[config.mk]
export PLATFORM = sky130hd
export DESIGN_NAME = lcd_timing_gen_flat
export DESIGN_NICKNAME = d
export VERILOG_FILES = /design/src/rtl/lcd_timing_gen_if.sv /design/src/rtl/lcd_timing_gen.sv /design/src/flat_wrapper.sv
export SDC_FILE = /design/constraint.sdc
export NUM_CORES = 1
export LEC_CHECK = 0
export BUFFER_PORTS_ARGS = -buffer_cell sky130_fd_sc_hd__buf_2
export CAP_MARGIN = 20
export CORE_ASPECT_RATIO = 1.75
export CORE_MARGIN = 2
export CORE_UTILIZATION = 60
export CTS_CLUSTER_DIAMETER = 80
export DETAILED_ROUTE_END_ITERATION = 16
export MAX_ROUTING_LAYER = met4
export PLACE_DENSITY = 0.84
export SKIP_CTS_REPAIR_TIMING = 1
export SLEW_MARGIN = 15
export SYNTH_ARGS = -nofsm -noshare
export SYNTH_HDL_FRONTEND = slang
export SYNTH_SLANG_ARGS = --single-unit
[constraint.sdc]
create_clock -name clk -period 9.5 [get_ports clk]
set_input_delay 1.9 -clock clk [delete_from_list [all_inputs] [get_ports clk]]
set_output_delay 1.9 -clock clk [all_outputs]
set_load 0.005 [all_outputs]
[src/rtl/lcd_timing_gen_if.sv]
// GPU monitor-side bundle for lcd_timing_gen.
//   master (timing generator): drives x/y scan coordinates, receives R/G/B pixel,
//                              resolution and flip controls.
//   slave  (GPU side)        : receives x/y, drives pixel, resolution and flips.
interface lcd_timing_gen_if;
    logic [9:0] res_x;        // last active column index
    logic [8:0] res_y;        // last active line index
    logic       flipHenable;  // mirror x
    logic       flipVenable;  // mirror y
    logic       R;            // pixel from GPU, PIPE_LAT clocks after x/y
    logic       G;
    logic       B;
    logic [9:0] x;            // column coordinate to GPU
    logic [8:0] y;            // line coordinate to GPU

    modport master (
        input  res_x, res_y, flipHenable, flipVenable, R, G, B,
        output x, y
    );

    modport slave (
        output res_x, res_y, flipHenable, flipVenable, R, G, B,
        input  x, y
    );
endinterface

[src/rtl/lcd_timing_gen.sv]
// Raster timing generator for an RGB LCD panel fed by a fixed-latency GPU.
// Ports:
//   clk, rst       pixel clock, synchronous active-high reset
//   gpu (master)   x/y out, R/G/B in, res_x/res_y/flip controls in
//   lcd_r/g/b      registered panel pixel data
//   lcd_de         registered data enable
//   lcd_hs/lcd_vs  registered syncs, active low
//   frame_start    one-clock pulse aligned with x/y of the first frame clock
module lcd_timing_gen #(
    parameter int unsigned H_FP     = 40,
    parameter int unsigned H_SYNC   = 48,
    parameter int unsigned H_BP     = 40,
    parameter int unsigned V_FP     = 13,
    parameter int unsigned V_SYNC   = 3,
    parameter int unsigned V_BP     = 29,
    parameter int unsigned PIPE_LAT = 3
) (
    input  logic                clk,
    input  logic                rst,
    lcd_timing_gen_if.master    gpu,
    output logic                lcd_r,
    output logic                lcd_g,
    output logic                lcd_b,
    output logic                lcd_de,
    output logic                lcd_hs,
    output logic                lcd_vs,
    output logic                frame_start
);

    localparam int unsigned HCW     = 11;
    localparam int unsigned VCW     = 10;
    localparam int unsigned XW      = 10;
    localparam int unsigned YW      = 9;
    localparam int unsigned H_BLANK = H_FP + H_SYNC + H_BP;
    localparam int unsigned V_BLANK = V_FP + V_SYNC + V_BP;

    // Frame configuration, held constant for a whole frame
    logic [XW-1:0]  res_x_l_q, res_x_l_d;
    logic [YW-1:0]  res_y_l_q, res_y_l_d;
    logic           flip_h_l_q, flip_h_l_d;
    logic           flip_v_l_q, flip_v_l_d;

    // Raster counters
    logic [HCW-1:0] hcnt_q, hcnt_d;
    logic [VCW-1:0] vcnt_q, vcnt_d;

    // Coordinate stage
    logic [XW-1:0]  x_q, x_d;
    logic [YW-1:0]  y_q, y_d;
    logic           act_q, act_d;
    logic           hs_q, hs_d;
    logic           vs_q, vs_d;
    logic           fs_q, fs_d;

    // Delay line matching the GPU read latency
    logic [PIPE_LAT-1:0] act_dly_q, act_dly_d;
    logic [PIPE_LAT-1:0] hs_dly_q, hs_dly_d;
    logic [PIPE_LAT-1:0] vs_dly_q, vs_dly_d;
    logic [PIPE_LAT:0]   act_sh_c, hs_sh_c, vs_sh_c;

    // Panel output stage
    logic           lcd_r_q, lcd_r_d;
    logic           lcd_g_q, lcd_g_d;
    logic           lcd_b_q, lcd_b_d;
    logic           lcd_de_q, lcd_de_d;
    logic           lcd_hs_q, lcd_hs_d;
    logic           lcd_vs_q, lcd_vs_d;

    // Raster decode
    logic           h_last_c, v_last_c, frame_wrap_c;
    logic           h_act_c, v_act_c, act_c;
    logic [HCW-1:0] hs_lo_c, hs_hi_c;
    logic [VCW-1:0] vs_lo_c, vs_hi_c;

    // Counter wrap points and sync windows derived from the latched resolution
    always_comb begin
        h_last_c     = (hcnt_q == (HCW'(res_x_l_q) + HCW'(H_BLANK)));
        v_last_c     = (vcnt_q == (VCW'(res_y_l_q) + VCW'(V_BLANK)));
        frame_wrap_c = h_last_c & v_last_c;

        h_act_c = (hcnt_q <= HCW'(res_x_l_q));
        v_act_c = (vcnt_q <= VCW'(res_y_l_q));
        act_c   = h_act_c & v_act_c;

        hs_lo_c = HCW'(res_x_l_q) + HCW'(H_FP + 1);
        hs_hi_c = HCW'(res_x_l_q) + HCW'(H_FP + H_SYNC);
        vs_lo_c = VCW'(res_y_l_q) + VCW'(V_FP + 1);
        vs_hi_c = VCW'(res_y_l_q) + VCW'(V_FP + V_SYNC);
    end

    // Configuration reload happens only at the frame wrap
    always_comb begin
        res_x_l_d  = res_x_l_q;
        res_y_l_d  = res_y_l_q;
        flip_h_l_d = flip_h_l_q;
        flip_v_l_d = flip_v_l_q;
        if (frame_wrap_c) begin
            res_x_l_d  = gpu.res_x;
            res_y_l_d  = gpu.res_y;
            flip_h_l_d = gpu.flipHenable;
            flip_v_l_d = gpu.flipVenable;
        end
    end

    // Horizontal / vertical counters
    always_comb begin
        hcnt_d = hcnt_q + HCW'(1);
        vcnt_d = vcnt_q;
        if (h_last_c) begin
            hcnt_d = '0;
            vcnt_d = v_last_c ? '0 : (vcnt_q + VCW'(1));
        end
    end

    // Coordinate stage; subtraction only in the active region so it never underflows
    always_comb begin
        x_d  = '0;
        y_d  = '0;
        if (act_c) begin
            x_d = flip_h_l_q ? (res_x_l_q - XW'(hcnt_q)) : XW'(hcnt_q);
            y_d = flip_v_l_q ? (res_y_l_q - YW'(vcnt_q)) : YW'(vcnt_q);
        end
        act_d = act_c;
        hs_d  = (hcnt_q >= hs_lo_c) && (hcnt_q <= hs_hi_c);
        vs_d  = (vcnt_q >= vs_lo_c) && (vcnt_q <= vs_hi_c);
        fs_d  = (hcnt_q == '0) && (vcnt_q == '0);
    end

    // Shift registers: bit 0 takes the coordinate stage, top bit feeds the pins
    always_comb begin
        act_sh_c  = {act_dly_q, act_q};
        hs_sh_c   = {hs_dly_q, hs_q};
        vs_sh_c   = {vs_dly_q, vs_q};
        act_dly_d = act_sh_c[PIPE_LAT-1:0];
        hs_dly_d  = hs_sh_c[PIPE_LAT-1:0];
        vs_dly_d  = vs_sh_c[PIPE_LAT-1:0];
    end

    // Panel stage: pixel gated by the delayed data enable
    always_comb begin
        lcd_de_d = act_dly_q[PIPE_LAT-1];
        lcd_hs_d = ~hs_dly_q[PIPE_LAT-1];
        lcd_vs_d = ~vs_dly_q[PIPE_LAT-1];
        lcd_r_d  = act_dly_q[PIPE_LAT-1] & gpu.R;
        lcd_g_d  = act_dly_q[PIPE_LAT-1] & gpu.G;
        lcd_b_d  = act_dly_q[PIPE_LAT-1] & gpu.B;
    end

    // All state; configuration tracks the inputs while in reset
    always_ff @(posedge clk) begin
        if (rst) begin
            res_x_l_q  <= gpu.res_x;
            res_y_l_q  <= gpu.res_y;
            flip_h_l_q <= gpu.flipHenable;
            flip_v_l_q <= gpu.flipVenable;
            hcnt_q     <= '0;
            vcnt_q     <= '0;
            x_q        <= '0;
            y_q        <= '0;
            act_q      <= 1'b0;
            hs_q       <= 1'b0;
            vs_q       <= 1'b0;
            fs_q       <= 1'b0;
            act_dly_q  <= '0;
            hs_dly_q   <= '0;
            vs_dly_q   <= '0;
            lcd_r_q    <= 1'b0;
            lcd_g_q    <= 1'b0;
            lcd_b_q    <= 1'b0;
            lcd_de_q   <= 1'b0;
            lcd_hs_q   <= 1'b1;
            lcd_vs_q   <= 1'b1;
        end else begin
            res_x_l_q  <= res_x_l_d;
            res_y_l_q  <= res_y_l_d;
            flip_h_l_q <= flip_h_l_d;
            flip_v_l_q <= flip_v_l_d;
            hcnt_q     <= hcnt_d;
            vcnt_q     <= vcnt_d;
            x_q        <= x_d;
            y_q        <= y_d;
            act_q      <= act_d;
            hs_q       <= hs_d;
            vs_q       <= vs_d;
            fs_q       <= fs_d;
            act_dly_q  <= act_dly_d;
            hs_dly_q   <= hs_dly_d;
            vs_dly_q   <= vs_dly_d;
            lcd_r_q    <= lcd_r_d;
            lcd_g_q    <= lcd_g_d;
            lcd_b_q    <= lcd_b_d;
            lcd_de_q   <= lcd_de_d;
            lcd_hs_q   <= lcd_hs_d;
            lcd_vs_q   <= lcd_vs_d;
        end
    end

    assign gpu.x       = x_q;
    assign gpu.y       = y_q;
    assign frame_start = fs_q;
    assign lcd_r       = lcd_r_q;
    assign lcd_g       = lcd_g_q;
    assign lcd_b       = lcd_b_q;
    assign lcd_de      = lcd_de_q;
    assign lcd_hs      = lcd_hs_q;
    assign lcd_vs      = lcd_vs_q;

endmodule

[src/flat_wrapper.sv]
// flat-port wrapper written by rule: the top's interface ports become plain ports
module lcd_timing_gen_flat 
#(
    parameter int unsigned H_FP     = 40,
    parameter int unsigned H_SYNC   = 48,
    parameter int unsigned H_BP     = 40,
    parameter int unsigned V_FP     = 13,
    parameter int unsigned V_SYNC   = 3,
    parameter int unsigned V_BP     = 29,
    parameter int unsigned PIPE_LAT = 3
)
  (clk, rst, lcd_r, lcd_g, lcd_b, lcd_de, lcd_hs, lcd_vs, frame_start, gpu_res_x, gpu_res_y, gpu_flipHenable, gpu_flipVenable, gpu_R, gpu_G, gpu_B, gpu_x, gpu_y);
  lcd_timing_gen_if gpu_i ();
  input  logic clk;
  input  logic rst;
  output logic lcd_r;
  output logic lcd_g;
  output logic lcd_b;
  output logic lcd_de;
  output logic lcd_hs;
  output logic lcd_vs;
  output logic frame_start;
  input wire logic [$bits(gpu_i.res_x)-1:0] gpu_res_x;
  input wire logic [$bits(gpu_i.res_y)-1:0] gpu_res_y;
  input wire logic [$bits(gpu_i.flipHenable)-1:0] gpu_flipHenable;
  input wire logic [$bits(gpu_i.flipVenable)-1:0] gpu_flipVenable;
  input wire logic [$bits(gpu_i.R)-1:0] gpu_R;
  input wire logic [$bits(gpu_i.G)-1:0] gpu_G;
  input wire logic [$bits(gpu_i.B)-1:0] gpu_B;
  output wire logic [$bits(gpu_i.x)-1:0] gpu_x;
  output wire logic [$bits(gpu_i.y)-1:0] gpu_y;
  assign gpu_i.res_x = gpu_res_x;
  assign gpu_i.res_y = gpu_res_y;
  assign gpu_i.flipHenable = gpu_flipHenable;
  assign gpu_i.flipVenable = gpu_flipVenable;
  assign gpu_i.R = gpu_R;
  assign gpu_i.G = gpu_G;
  assign gpu_i.B = gpu_B;
  assign gpu_x = gpu_i.x;
  assign gpu_y = gpu_i.y;
  lcd_timing_gen #(.H_FP(H_FP), .H_SYNC(H_SYNC), .H_BP(H_BP), .V_FP(V_FP), .V_SYNC(V_SYNC), .V_BP(V_BP), .PIPE_LAT(PIPE_LAT)) u_core (.clk(clk), .rst(rst), .gpu(gpu_i), .lcd_r(lcd_r), .lcd_g(lcd_g), .lcd_b(lcd_b), .lcd_de(lcd_de), .lcd_hs(lcd_hs), .lcd_vs(lcd_vs), .frame_start(frame_start));
endmodule
## Yosys cells after proc, flatten, opt, wreduce, memory -nomap -nowiden

Index checks and enable logic that the tools add are counted.

| storage, ports and cells | value |
|---|---|
| input port bits | 26 |
| register bits after elaboration | 80 |

| cells by class | value |
|---|---|
| add/subtract/negate cells | 10 |
| multiplexer cells | 11 |
| $lt $le $gt $ge | 6 |
| reduce and logical (&&, ||, !) cells | 8 |
| equality and inequality tests | 2 |
| bitwise logic cells | 8 |

Operators with widths:

| cell | number |
|---|---|
| 10-bit 2-to-1 mux | 4 |
| 9-bit 2-to-1 mux | 3 |
| 10-bit by 6-bit adder with 11-bit output, second input constant | 1 |
| 10-bit by 7-bit adder with 11-bit output, second input constant | 1 |
| 10-bit by 8-bit adder with 11-bit output, second input constant | 1 |
| 11-bit by 1-bit adder with 11-bit output, second input constant | 1 |
| 11-bit equality test | 1 |
| 11-bit greater-or-equal comparator | 1 |
| 11-bit by 10-bit <= comparator with 1-bit output | 1 |
| 11-bit <= comparator | 1 |
| 11-bit logical NOT | 1 |
| 10-bit by 1-bit adder with 10-bit output, second input constant | 1 |
| 9-bit by 4-bit adder with 10-bit output, second input constant | 1 |
| 9-bit by 5-bit adder with 10-bit output, second input constant | 1 |
| 9-bit by 6-bit adder with 10-bit output, second input constant | 1 |
| 10-bit equality test | 1 |
| 10-bit greater-or-equal comparator | 1 |
| 10-bit <= comparator | 1 |
| 10-bit by 9-bit <= comparator with 1-bit output | 1 |
| 10-bit logical NOT | 1 |
| 10-bit subtractor | 1 |
| 9-bit subtractor | 1 |
| 1-bit AND | 5 |
| 1-bit 2-to-1 mux | 4 |
| 4 further kinds | 9 |

## Logic depth before layout (Yosys ltp)

| depth | value |
|---|---|
| word-level depth | 5 |
| mapped depth | 12 |

## Worst setup path before layout

No wires, ideal clock.

| timing path | value |
|---|---|
| path kind | in2reg |
| start point | input port rst |
| end point | register u_core.flip_h_l_q (enable) |
| data arrival time | 3.016 ns |
| data required time | 9.122 ns |
| setup slack | 6.106 ns |
| cell stages on the path | 3 |
| path through | clkbuf_1 clkbuf_1 or2_1 |

| on the way | value |
|---|---|
| cells in the longest elaborated chain, start to end | 1 |

RTL lines:

| element | RTL line | text |
|---|---|---|
| start: declaration | flat_wrapper.sv:15 | `input logic rst;` |
| 2-bit nonzero test (no line) | -- |  |
| end signal: assignment | lcd_timing_gen.sv:154 | `flip_h_l_q <= gpu.flipHenable;` |
| end signal: assignment | lcd_timing_gen.sv:176 | `flip_h_l_q <= flip_h_l_d;` |
| end: declaration | lcd_timing_gen.sv:40 | `logic flip_h_l_q, flip_h_l_d;` |

No other way between the ends.
A chain may end at the register's enable or synchronous reset.

## Final worst setup path

| timing path | value |
|---|---|
| start point | register u_core.res_y_l_q[2] |
| end point | register u_core.res_x_l_q[2] (enable) |

| on the way | value |
|---|---|
| cells in the longest elaborated chain, start to end | 4 |

RTL lines:

| element | RTL line | text |
|---|---|---|
| start: declaration | lcd_timing_gen.sv:39 | `logic [YW-1:0] res_y_l_q, res_y_l_d;` |
| start signal: assignment | lcd_timing_gen.sv:153 | `res_y_l_q <= gpu.res_y;` |
| start signal: assignment | lcd_timing_gen.sv:175 | `res_y_l_q <= res_y_l_d;` |
| 9-bit by 6-bit adder with 10-bit output | lcd_timing_gen.sv:78 | `v_last_c = (vcnt_q == (VCW'(res_y_l_q) + VCW'(V_BLANK)));` |
| 10-bit equality test | lcd_timing_gen.sv:78 |  |
| 1-bit AND | lcd_timing_gen.sv:79 | `frame_wrap_c = h_last_c & v_last_c;` |
| 2-bit nonzero test (no line) | -- |  |
| end signal: assignment | lcd_timing_gen.sv:152 | `res_x_l_q <= gpu.res_x;` |
| end signal: assignment | lcd_timing_gen.sv:174 | `res_x_l_q <= res_x_l_d;` |
| end: declaration | lcd_timing_gen.sv:38 | `logic [XW-1:0] res_x_l_q, res_x_l_d;` |

No other way between the ends.

==> qor.txt <==
FF-to-FF setup slack: 5.66 ns
Initial antenna violation count: 0
Maximum clock frequency: 260 MHz
Max-Cap Viols: 0
DRC viols: 0
R2R depth: 9
Hold/Removal Path Class: register to register
Synth cell types: 56
Remaining global-route overflow: 0
Skew-Pair Late Insertion Delay: 0.34 ns
Layout area overhead: 11.4%
Largest net degree at the start of global routing: 32
Dpl ws: 5.68 ns
Io pins: 52
First-pass GRT wire length: 22400 um
First-pass iteration count of the detailed router: 6
Most common cell in the netlist: ha_1
CTS max path bufs: 2
Cells after Synth: 615
Final Max Slew Viols: 0
Syn Std Cell Area: 5530 um^2
CTS Sinks: 80
DP HPWL: 11000 um
RR Endpoint: u_core.res_x_l_q[2]$_DFFE_PP_
Final Cycle Share: 0.404
Worst-path clk slew: 0.06 ns
Worst Min Path Start: u_core.vs_dly_q[2]$_SDFF_PP0_
Core area: 9040 um^2
Die area: 10000 um^2
Routability congestion estimate: 1.04
CTS root buf: clkbuf_16
Critical Path AT: 3.79 ns
DR iter-0 viols: 210
Routed len/inst: 18.0 um
Pwr Density: 145 nW/um^2
Final nets: 774
DIE WIDTH: 76.6 um
Slew @ Worst Pin: 1.11 ns
Yosys top cell area share: 0.213
Post-synth net total: 727
Vias/cell: 5.98
Startpoint type of the worst setup path: register
Crit path required time: 9.45 ns
Vias in the first global route: 4638
Post-synth ARST share: 0
Port bufs: 51
Critical Path Stages: 9
TNS Setup: 0 ns
Buffers plus inverters on the worst setup path: 1
Leakage power: 2.74 nW
Critical R2R Launch: u_core.res_y_l_q[2]$_DFFE_PP_
Post-layout min period: 3.84 ns
Die Ht: 131 um
Via count: 4705
Crit. End Element: register
GRT Util Overall: 0.296
Row Count: 46
Main synth FF type: dfxtp_1
Peak ir drop on the vdd network: 0.120 mV
Clock skew: 0.0127 ns
Fin. Hold Viols: 0
Mean post-synth cell area: 9.00 um^2
Final ANT Viol Nets: 0
CTS tree: yes
Final setup vio count: 0
Crit path to: u_core.res_x_l_q[2]$_DFFE_PP_
Starting density of the core: 0.612
Slew margin rel.: 0.257
Crit path from: u_core.res_y_l_q[2]$_DFFE_PP_
Num CTS Buffers: 9
Yosys top cell by area: dfxtp_1
Total power: 0.000894 W
EDFF count, synth: 21
Critical path class: register to register
Synth top cells by count: 84 x ha_1, 59 x dfxtp_1, 51 x nor2_1, 47 x inv_1, 38 x xnor2_1
Critical path's top delay family: simple AND/OR/NAND/NOR gates
Seq cells post-synth: 80
Slowest CP cell: or2_1
H-Tree Depth: 3
Ant diodes: 0
Setup ws final: 5.66 ns
Cells along the critical path: inv_1 -> ha_1 -> a211oi_2 -> nor3_1 -> a21oi_1 -> o22ai_1 -> or4_4 -> nor3b_4 -> or2_1
Final WL: 14200 um
Synth top area cells: dfxtp_1 21%, ha_1 19%, edfxtp_1 11%, xnor2_1 6.0%, nor2_1 3.5%
Ys Warns: 0
Crit-path max cell delay: 0.91 ns
Unrepaired setup endpoints after global routing: false
Outcome: finished, final reports clean
Sequential area share after synthesis: 0.327
Share of layout cells above drive strength 1: 0.117
Critical Path Fanout Max: 21
through the flow:
stage | hold WS (ns) | utilization | area [um^2] | std cells
global route | 0.404 | 0.682 | 6160 | 787
detailed placement | 0.372 | 0.650 | 5880 | 771
finish | 0.382 | 0.682 | 6160 | 787
floorplan | 0.356 | - | 5530 | 615
CTS | 0.386 | 0.682 | 6160 | 787
global placement | 0.362 | 0.650 | 5880 | 771
cell families after synthesis:
group / after synthesis / synth area share
AO/OA/AOI/OAI: 122 / 0.144
XOR/XNOR: 50 / 0.0791
adder cells (fa/ha/maj): 86 / 0.197
buffers and inverters: 64 / 0.0454
flip-flops: 80 / 0.327
multiplexers: 8 / 0.0147
AND/OR/NAND/NOR: 205 / 0.192
power breakdown:
part           switching (W)  total (W)  internal [W]
clock network       0.000149   0.000336      0.000188
logic              0.0000960   0.000170     0.0000741
registers          0.0000201   0.000388      0.000368
total               0.000265   0.000894      0.000629
sequential cells by signal (all words and copies together) (netlist names), 3 cells and up:
register / count
u_core.vcnt_q: 10
u_core.gpu.x: 10
u_core.res_y_l_q: 9
u_core.hs_dly_q: 3
u_core.res_x_l_q: 10
u_core.act_dly_q: 3
u_core.vs_dly_q: 3
u_core.hcnt_q: 11
u_core.gpu.y: 9
how the worst min path moves through the flow:
| stage | end | slack (ns) | depth (start not counted) |
|---|---|---|---|
| 2_1_floorplan | u_core.lcd_hs$_SDFF_PP1_ | 0.36 | 1 |
| 3_3_place_gp | u_core.lcd_hs$_SDFF_PP1_ | 0.36 | 1 |
| 3_5_place_dp | u_core.lcd_vs$_SDFF_PP1_ | 0.37 | 1 |
| 4_1_cts | u_core.lcd_vs$_SDFF_PP1_ | 0.39 | 1 |
| 5_1_grt | u_core.lcd_vs$_SDFF_PP1_ | 0.40 | 1 |
| 6_report | u_core.lcd_vs$_SDFF_PP1_ | 0.38 | 1 |
per-layer routing:
layer  up-vias  wire length, um  track usage
li1       2267                -            -
met1      2231             4920        0.264
met2       138             7860        0.574
met3        69              418       0.0433
met4         0              956        0.198
met5         -                0            -
layout make-up:
class / count / area, um^2
repair buffers: 52 / 263
multi-input cells: 471 / 3470
well taps: 120 / 150
clock inverters: 6 / 50.0
clock buffers: 10 / 239
inverters: 48 / 180
flip-flops and latches: 80 / 1810
fillers: 762 / 2870
worst register-to-register path: stages, from the launching register on:
cell	delay, ns
edfxtp_1	0.54
inv_1	0.14
ha_1	0.23
a211oi_2	0.33
nor3_1	0.08
a21oi_1	0.12
o22ai_1	0.09
or4_4	0.58
nor3b_4	0.42
or2_1	0.92
layout by cell type (no fill, tap or decap), types with 9 or more instances in the layout:
cell,n
ha_1,84
dfxtp_1,59
nor2_1,51
buf_2,51
inv_1,47
xnor2_1,38
a21oi_1,36
nand2_1,32
o21ai_0,25
nor3_1,23
nand3_1,22
edfxtp_1,21
nor2b_1,19
o21a_1,13
xor2_1,12
or3_1,10
nand4_1,9
clkbuf_16,9
Note: power is estimated with default switching activity, not from simulation.
